===== src/rtl/peripheral_wb_master_burst.sv =====
// Wishbone B3 master: turns a command/write-data stream into single or incrementing bursts, one response per read beat.
// Bus cycle starts the cycle after cmd accept, responses follow termination by one cycle; rsp never stalls, missing wdat stalls stb.
module peripheral_wb_master_burst #(
    parameter int DW       = 32,
    parameter int AW       = 32,
    parameter int MAXBURST = 16,
    parameter int TIMEOUT  = 255,
    parameter int MAXRTY   = 3,
    localparam int LW      = $clog2(MAXBURST)
) (
    input  logic            wb_clk,
    input  logic            wb_rst,
    input  logic            cmd_valid,
    output logic            cmd_ready,
    input  logic            cmd_we,
    input  logic [AW-1:0]   cmd_adr,
    input  logic [LW-1:0]   cmd_len,
    input  logic            wdat_valid,
    output logic            wdat_ready,
    input  logic [DW-1:0]   wdat,
    input  logic [DW/8-1:0] wsel,
    output logic            rsp_valid,
    output logic [DW-1:0]   rsp_data,
    output logic            rsp_last,
    output logic [1:0]      rsp_status,
    output logic [AW-1:0]   wb_adr_o,
    output logic [DW-1:0]   wb_dat_o,
    output logic [DW/8-1:0] wb_sel_o,
    output logic            wb_we_o,
    output logic            wb_cyc_o,
    output logic            wb_stb_o,
    output logic [2:0]      wb_cti_o,
    output logic [1:0]      wb_bte_o,
    input  logic [DW-1:0]   wb_dat_i,
    input  logic            wb_ack_i,
    input  logic            wb_err_i,
    input  logic            wb_rty_i
);
    localparam int SW = DW / 8;
    localparam int FW = LW + 1;
    localparam int TW = $clog2(TIMEOUT + 1);
    localparam int RW = $clog2(MAXRTY + 1);

    localparam logic [1:0] ST_OK  = 2'b00;
    localparam logic [1:0] ST_ERR = 2'b01;
    localparam logic [1:0] ST_TMO = 2'b10;
    localparam logic [1:0] ST_RTY = 2'b11;

    typedef enum logic [1:0] {IDLE, BUS, BACKOFF, DONE} state_t;

    state_t        state_q, state_d;
    logic          we_q, we_d;
    logic [AW-1:0] adr_q, adr_d;
    logic [LW-1:0] len_q, len_d;
    logic [LW-1:0] beat_q, beat_d;
    logic [FW-1:0] fetched_q, fetched_d;
    logic          wvld_q, wvld_d;
    logic [DW-1:0] wdat_q, wdat_d;
    logic [SW-1:0] wsel_q, wsel_d;
    logic [RW-1:0] rty_q, rty_d;
    logic [TW-1:0] tmo_q, tmo_d;
    logic          rsp_valid_q, rsp_valid_d;
    logic          rsp_last_q, rsp_last_d;
    logic [DW-1:0] rsp_data_q, rsp_data_d;
    logic [1:0]    rsp_status_q, rsp_status_d;

    logic cyc, stb, last_beat;
    logic term_err, term_rty, term_ack, wdat_fire;

    // Writes only strobe once a beat sits in the holding register.
    assign cyc       = (state_q == BUS);
    assign stb       = cyc && (!we_q || wvld_q);
    assign last_beat = (beat_q == len_q);

    assign term_err = stb && wb_err_i;
    assign term_rty = stb && !wb_err_i && wb_rty_i;
    assign term_ack = stb && !wb_err_i && !wb_rty_i && wb_ack_i;

    assign cmd_ready  = (state_q == IDLE);
    assign wdat_ready = cyc && we_q && (fetched_q <= {1'b0, len_q}) && (!stb || term_ack);
    assign wdat_fire  = wdat_valid && wdat_ready;

    always_comb begin
        state_d      = state_q;
        we_d         = we_q;
        adr_d        = adr_q;
        len_d        = len_q;
        beat_d       = beat_q;
        fetched_d    = fetched_q;
        wvld_d       = wvld_q;
        wdat_d       = wdat_q;
        wsel_d       = wsel_q;
        rty_d        = rty_q;
        tmo_d        = tmo_q;
        rsp_valid_d  = 1'b0;
        rsp_last_d   = 1'b0;
        rsp_data_d   = '0;
        rsp_status_d = ST_OK;

        unique case (state_q)
            IDLE: begin
                if (cmd_valid) begin
                    we_d      = cmd_we;
                    adr_d     = cmd_adr;
                    len_d     = cmd_len;
                    beat_d    = '0;
                    fetched_d = '0;
                    wvld_d    = 1'b0;
                    rty_d     = '0;
                    tmo_d     = '0;
                    state_d   = BUS;
                end
            end
            BUS: begin
                if (wdat_fire) begin
                    wdat_d    = wdat;
                    wsel_d    = wsel;
                    wvld_d    = 1'b1;
                    fetched_d = fetched_q + FW'(1);
                end
                if (term_err) begin
                    wvld_d       = 1'b0;
                    state_d      = DONE;
                    rsp_valid_d  = 1'b1;
                    rsp_last_d   = 1'b1;
                    rsp_status_d = ST_ERR;
                end else if (term_rty) begin
                    tmo_d = '0;
                    if (rty_q < RW'(MAXRTY)) begin
                        rty_d   = rty_q + RW'(1);
                        state_d = BACKOFF;
                    end else begin
                        wvld_d       = 1'b0;
                        state_d      = DONE;
                        rsp_valid_d  = 1'b1;
                        rsp_last_d   = 1'b1;
                        rsp_status_d = ST_RTY;
                    end
                end else if (term_ack) begin
                    rty_d  = '0;
                    tmo_d  = '0;
                    adr_d  = adr_q + AW'(SW);
                    beat_d = beat_q + LW'(1);
                    wvld_d = wdat_fire;
                    if (!we_q) begin
                        rsp_valid_d = 1'b1;
                        rsp_data_d  = wb_dat_i;
                        rsp_last_d  = last_beat;
                    end
                    if (last_beat) begin
                        state_d = DONE;
                        if (we_q) begin
                            rsp_valid_d = 1'b1;
                            rsp_last_d  = 1'b1;
                        end
                    end
                end else if (stb) begin
                    if (tmo_q == TW'(TIMEOUT - 1)) begin
                        wvld_d       = 1'b0;
                        state_d      = DONE;
                        rsp_valid_d  = 1'b1;
                        rsp_last_d   = 1'b1;
                        rsp_status_d = ST_TMO;
                    end else begin
                        tmo_d = tmo_q + TW'(1);
                    end
                end
            end
            BACKOFF: state_d = BUS;
            DONE:    state_d = IDLE;
            default: state_d = IDLE;
        endcase
    end

    always_ff @(posedge wb_clk or negedge wb_rst) begin
        if (!wb_rst) begin
            state_q      <= IDLE;
            we_q         <= 1'b0;
            adr_q        <= '0;
            len_q        <= '0;
            beat_q       <= '0;
            fetched_q    <= '0;
            wvld_q       <= 1'b0;
            wdat_q       <= '0;
            wsel_q       <= '0;
            rty_q        <= '0;
            tmo_q        <= '0;
            rsp_valid_q  <= 1'b0;
            rsp_last_q   <= 1'b0;
            rsp_data_q   <= '0;
            rsp_status_q <= ST_OK;
        end else begin
            state_q      <= state_d;
            we_q         <= we_d;
            adr_q        <= adr_d;
            len_q        <= len_d;
            beat_q       <= beat_d;
            fetched_q    <= fetched_d;
            wvld_q       <= wvld_d;
            wdat_q       <= wdat_d;
            wsel_q       <= wsel_d;
            rty_q        <= rty_d;
            tmo_q        <= tmo_d;
            rsp_valid_q  <= rsp_valid_d;
            rsp_last_q   <= rsp_last_d;
            rsp_data_q   <= rsp_data_d;
            rsp_status_q <= rsp_status_d;
        end
    end

    // cti is derived from the beat index, so it holds through write wait states.
    always_comb begin
        wb_cti_o = 3'b000;
        if (cyc && (len_q != '0)) begin
            wb_cti_o = last_beat ? 3'b111 : 3'b010;
        end
    end

    assign wb_adr_o   = adr_q;
    assign wb_dat_o   = wdat_q;
    assign wb_sel_o   = !cyc ? '0 : (we_q ? wsel_q : '1);
    assign wb_we_o    = we_q && cyc;
    assign wb_cyc_o   = cyc;
    assign wb_stb_o   = stb;
    assign wb_bte_o   = 2'b00;

    assign rsp_valid  = rsp_valid_q;
    assign rsp_data   = rsp_data_q;
    assign rsp_last   = rsp_last_q;
    assign rsp_status = rsp_status_q;
endmodule


===== config.mk =====
export PLATFORM = sky130hd
export DESIGN_NAME = peripheral_wb_master_burst
export DESIGN_NICKNAME = d
export VERILOG_FILES = /design/src/rtl/peripheral_wb_master_burst.sv
export SDC_FILE = /design/constraint.sdc
export NUM_CORES = 1
export LEC_CHECK = 0
export CAP_MARGIN = 25
export CORE_MARGIN = 8
export CORE_UTILIZATION = 48
export CTS_CLUSTER_DIAMETER = 120
export CTS_CLUSTER_SIZE = 28
export DETAILED_ROUTE_END_ITERATION = 8
export GPL_ROUTABILITY_DRIVEN = 0
export HOLD_SLACK_MARGIN = 0.08
export PLACE_DENSITY = 0.82
export SYNTH_ARGS = -nofsm -noshare
export SYNTH_HDL_FRONTEND = slang
export SYNTH_SLANG_ARGS = --single-unit

===== constraint.sdc =====
create_clock -name wb_clk -period 5.52 [get_ports wb_clk]
set_input_delay 0.552 -clock wb_clk [delete_from_list [all_inputs] [get_ports wb_clk]]
set_output_delay 0.552 -clock wb_clk [all_outputs]
set_load 0.01 [all_outputs]

==> results.cfg <==
[worst_setup_path]
path_cells = clkdlybuf4s50_1, or3b_1, a211oi_2, o21a_1, clkdlybuf4s50_1
end_kind = primary output
crit_path_frequent_cell = clkdlybuf4s50_1
cp_slowest_stage_delay_ns = 0.56
critPathSlowestCell = or3b_1
worstPathRequired_ns = 4.97
start_kind = input port
path_max_fanout = 8
crit_arrival_ns = 2.63
criticalPathCategory = input port to primary output

[worst_hold_path]
hp-class = input port to async pin

[die]
core_area_um2 = 12500
die_h_um = 128
io_pins = 226
fp.dieW_um = 128
rows = 41
initial_core_util = 0.487
die_area_um2 = 16500

[timing]
fin_crit_sh = 0.576
fin_skew_ns = 0.0137
period_needed_ns = 3.18
finalHoldViolCount = 0
fin_setup_tns_ns = 0
fmax_ghz = 0.314
finalMaxSlewViolations = 0
worst_slew_pin_slew_ns = 0.814
finalSetupViolCount = 0
slew_headroom = 0.453
rsz0062_at_grt = false

[routing]
ant_nets = 0
via_per_inst = 5.65
wirelength_um = 19000
first_pass_iters = 5
vias = 5481
drt-wirelength-per-cell_um = 19.6
route.detailed.drc = 0
first_iter_violations = 509

[yosys]
syn_area_per_cell_um2 = 10.8
ys_top_cells_by_area = dfrtp_1 (54%), mux2_2 (7.0%), and2_1 (3.5%)
ys_ff_latch = 131
synth_cells = 563
synth_area_um2 = 6070
synth.top_cell.area_share = 0.540
ys_seq_area_frac = 0.540
synth_top_area_cell = dfrtp_1
synth_edf_count = 0
async_flop_share = 1.00
ys_types = 61
ys_warn_count = 0
ys.flop_type = dfrtp_1

[grt]
grt_pass1_wl_um = 29300
grt_antenna_before_repair = 0
grt.overflow.total = 0
gr-usage-all-layers = 0.228
first_global_vias = 5510
grt_max_degree = 82

[cts]
htreeDepth = 4
ctsResizeCount = 0
numClockSinks = 131
cts_tree = done
numCtsBuffers = 17
clkLatencyLatePin_ns = 0.42
cts_root_buf = clkbuf_16
clock_path_buffers = 2
ctsHoldBuffers = 0
cts.clk_slew.worst_paths_ns = 0.05
post_cts_buffers = 0

[cells_and_area]
finalNetCount = 907
layout_commonest_cell = clkdlybuf4s50_1
area_growth_pct = 49.5
final_cell_mix = clkdlybuf4s50_1 (222), dfrtp_1 (131), nand2_1 (43)
n_antenna_cell = 0
finalNonFillerCells = 970
layout-drive-gt1-share = 0.110
n_fill_cell = 875

[power_and_ir_drop]
p_per_area_nw_per_um2 = 522
irDropWorstVdd_uv = 343
leakagePower_uw = 0.00383

[placement]
dpl.cell_count = 935
dpl.hpwl_um = 13800
io_buffers = 223

[status]
status = finished clean

[job]
cap_violations = 0
==> kinds of logic (layout without fill, tap and decap cells) <==
| family | count (synthesis) | in the layout | synth area share |
|---|---|---|---|
| adders and majority gates | 10 | 10 | 0.0206 |
| xor gates and xnor gates | 12 | 12 | 0.0173 |
| buffers and inverters | 45 | 279 | 0.0377 |
| muxes | 40 | 40 | 0.0737 |
| other | 1 | 2 | 0.000617 |
| AOI/OAI and AO/OA | 122 | 122 | 0.136 |
| and+or+nand+nor | 202 | 202 | 0.174 |
| DFF | 131 | 131 | 0.540 |
==> per-stage QoR <==
stage | setup WS [ns] | hold WS [ns] | util | cell area (µm²) | total power (µW)
after CTS | 2.33 | 0.343 | 0.724 | 9030 | 4750
after detailed placement | 2.31 | 0.486 | 0.675 | 8410 | 3540
after global placement | 2.35 | 0.468 | 0.675 | 8410 | 3450
after global routing | 2.27 | 0.113 | 0.728 | 9080 | 5010
final | 2.34 | 0.0938 | 0.728 | 9080 | 4740
after floorplan | 3.23 | 0.256 | - | 6080 | 2560
==> critical path: cells and delay by family <==
kind                   cells  cell delay, ns
buffers and inverters      2            1.07
AND/OR/NAND/NOR            1            0.56
AO/OA/AOI/OAI              2            0.45
==> synth_stat cells (4+ instances only) <==
master and count:
a211oi_1 5, a21oi_1 32, a311oi_1 5, a31oi_1 6, and2_1 34, and3_1 12
buf_6 6, clkbuf_1 17, dfrtp_1 131, ha_1 10, inv_1 14, mux2_2 38
nand2_1 43, nand3_1 16, nand4_1 17, nor2_1 41, nor3_1 11, nor4_1 7
o21a_1 6, o21ai_0 25, o22a_1 4, o22ai_1 7, or3_1 4, xnor2_1 10
==> power breakdown <==
| part | leakage [µW] | internal [µW] | total [µW] | switching [µW] |
|---|---|---|---|---|
| sequential | 0.00166 | 1280 | 1580 | 304 |
| combinational | 0.00188 | 1020 | 1980 | 960 |
| clock | 0.000300 | 776 | 1180 | 405 |
==> per-layer routing <==
| layer | vias up | track usage | share of wire |
|---|---|---|---|
| met5 | - | 0 | 0 |
| met4 | 0 | 0.0719 | 0.015 |
| met3 | 24 | 0.120 | 0.14 |
| met2 | 339 | 0.369 | 0.48 |
| met1 | 2631 | 0.256 | 0.37 |
| li1 | 2487 | - | - |
==> area by class of cell <==
class                      count  area (µm²)  area share
clock buffer                  22         464      0.0511
timing repair buffer         233        2330       0.257
sequential                   131        3280       0.361
tap                          172         215      0.0237
inverter                      14        52.6     0.00579
clock inverter                10         155      0.0171
multi-input combinational    388        2580       0.284
==> path summary, 6_finish.rpt <==
| path | start | to | slack, ns | cells after the start |
|---|---|---|---|---|
| max | wb_err_i | wdat_ready | 2.34 | 5 |
| min | wb_rst | wb_adr_o[25]$_DFFE_PN0P_ | 0.09 | 1 |
| max reg2reg | wb_adr_o[2]$_DFFE_PN0P_ | wb_adr_o[22]$_DFFE_PN0P_ | 2.98 | 6 |
| min reg2reg | wb_adr_o[0]$_DFFE_PN0P_ | wb_adr_o[0]$_DFFE_PN0P_ | 0.50 | 2 |
| max in group asynchronous | wb_rst | wb_dat_o[0]$_DFFE_PN0P_ | 4.37 | 2 |
| min in group wb_clk | wb_adr_o[0]$_DFFE_PN0P_ | wb_adr_o[0]$_DFFE_PN0P_ | 0.50 | 2 |
==> flip-flops by register name, indices dropped and copies added (netlist names), 2 cells and up <==
signal / count
beat_q: 4
fetched_q: 5
len_q: 4
rsp_data: 32
rsp_status: 2
rty_q: 2
state_q: 2
tmo_q: 8
wb_adr_o: 32
wb_dat_o: 32
wsel_q: 4
(Power assumes the default switching activity.)
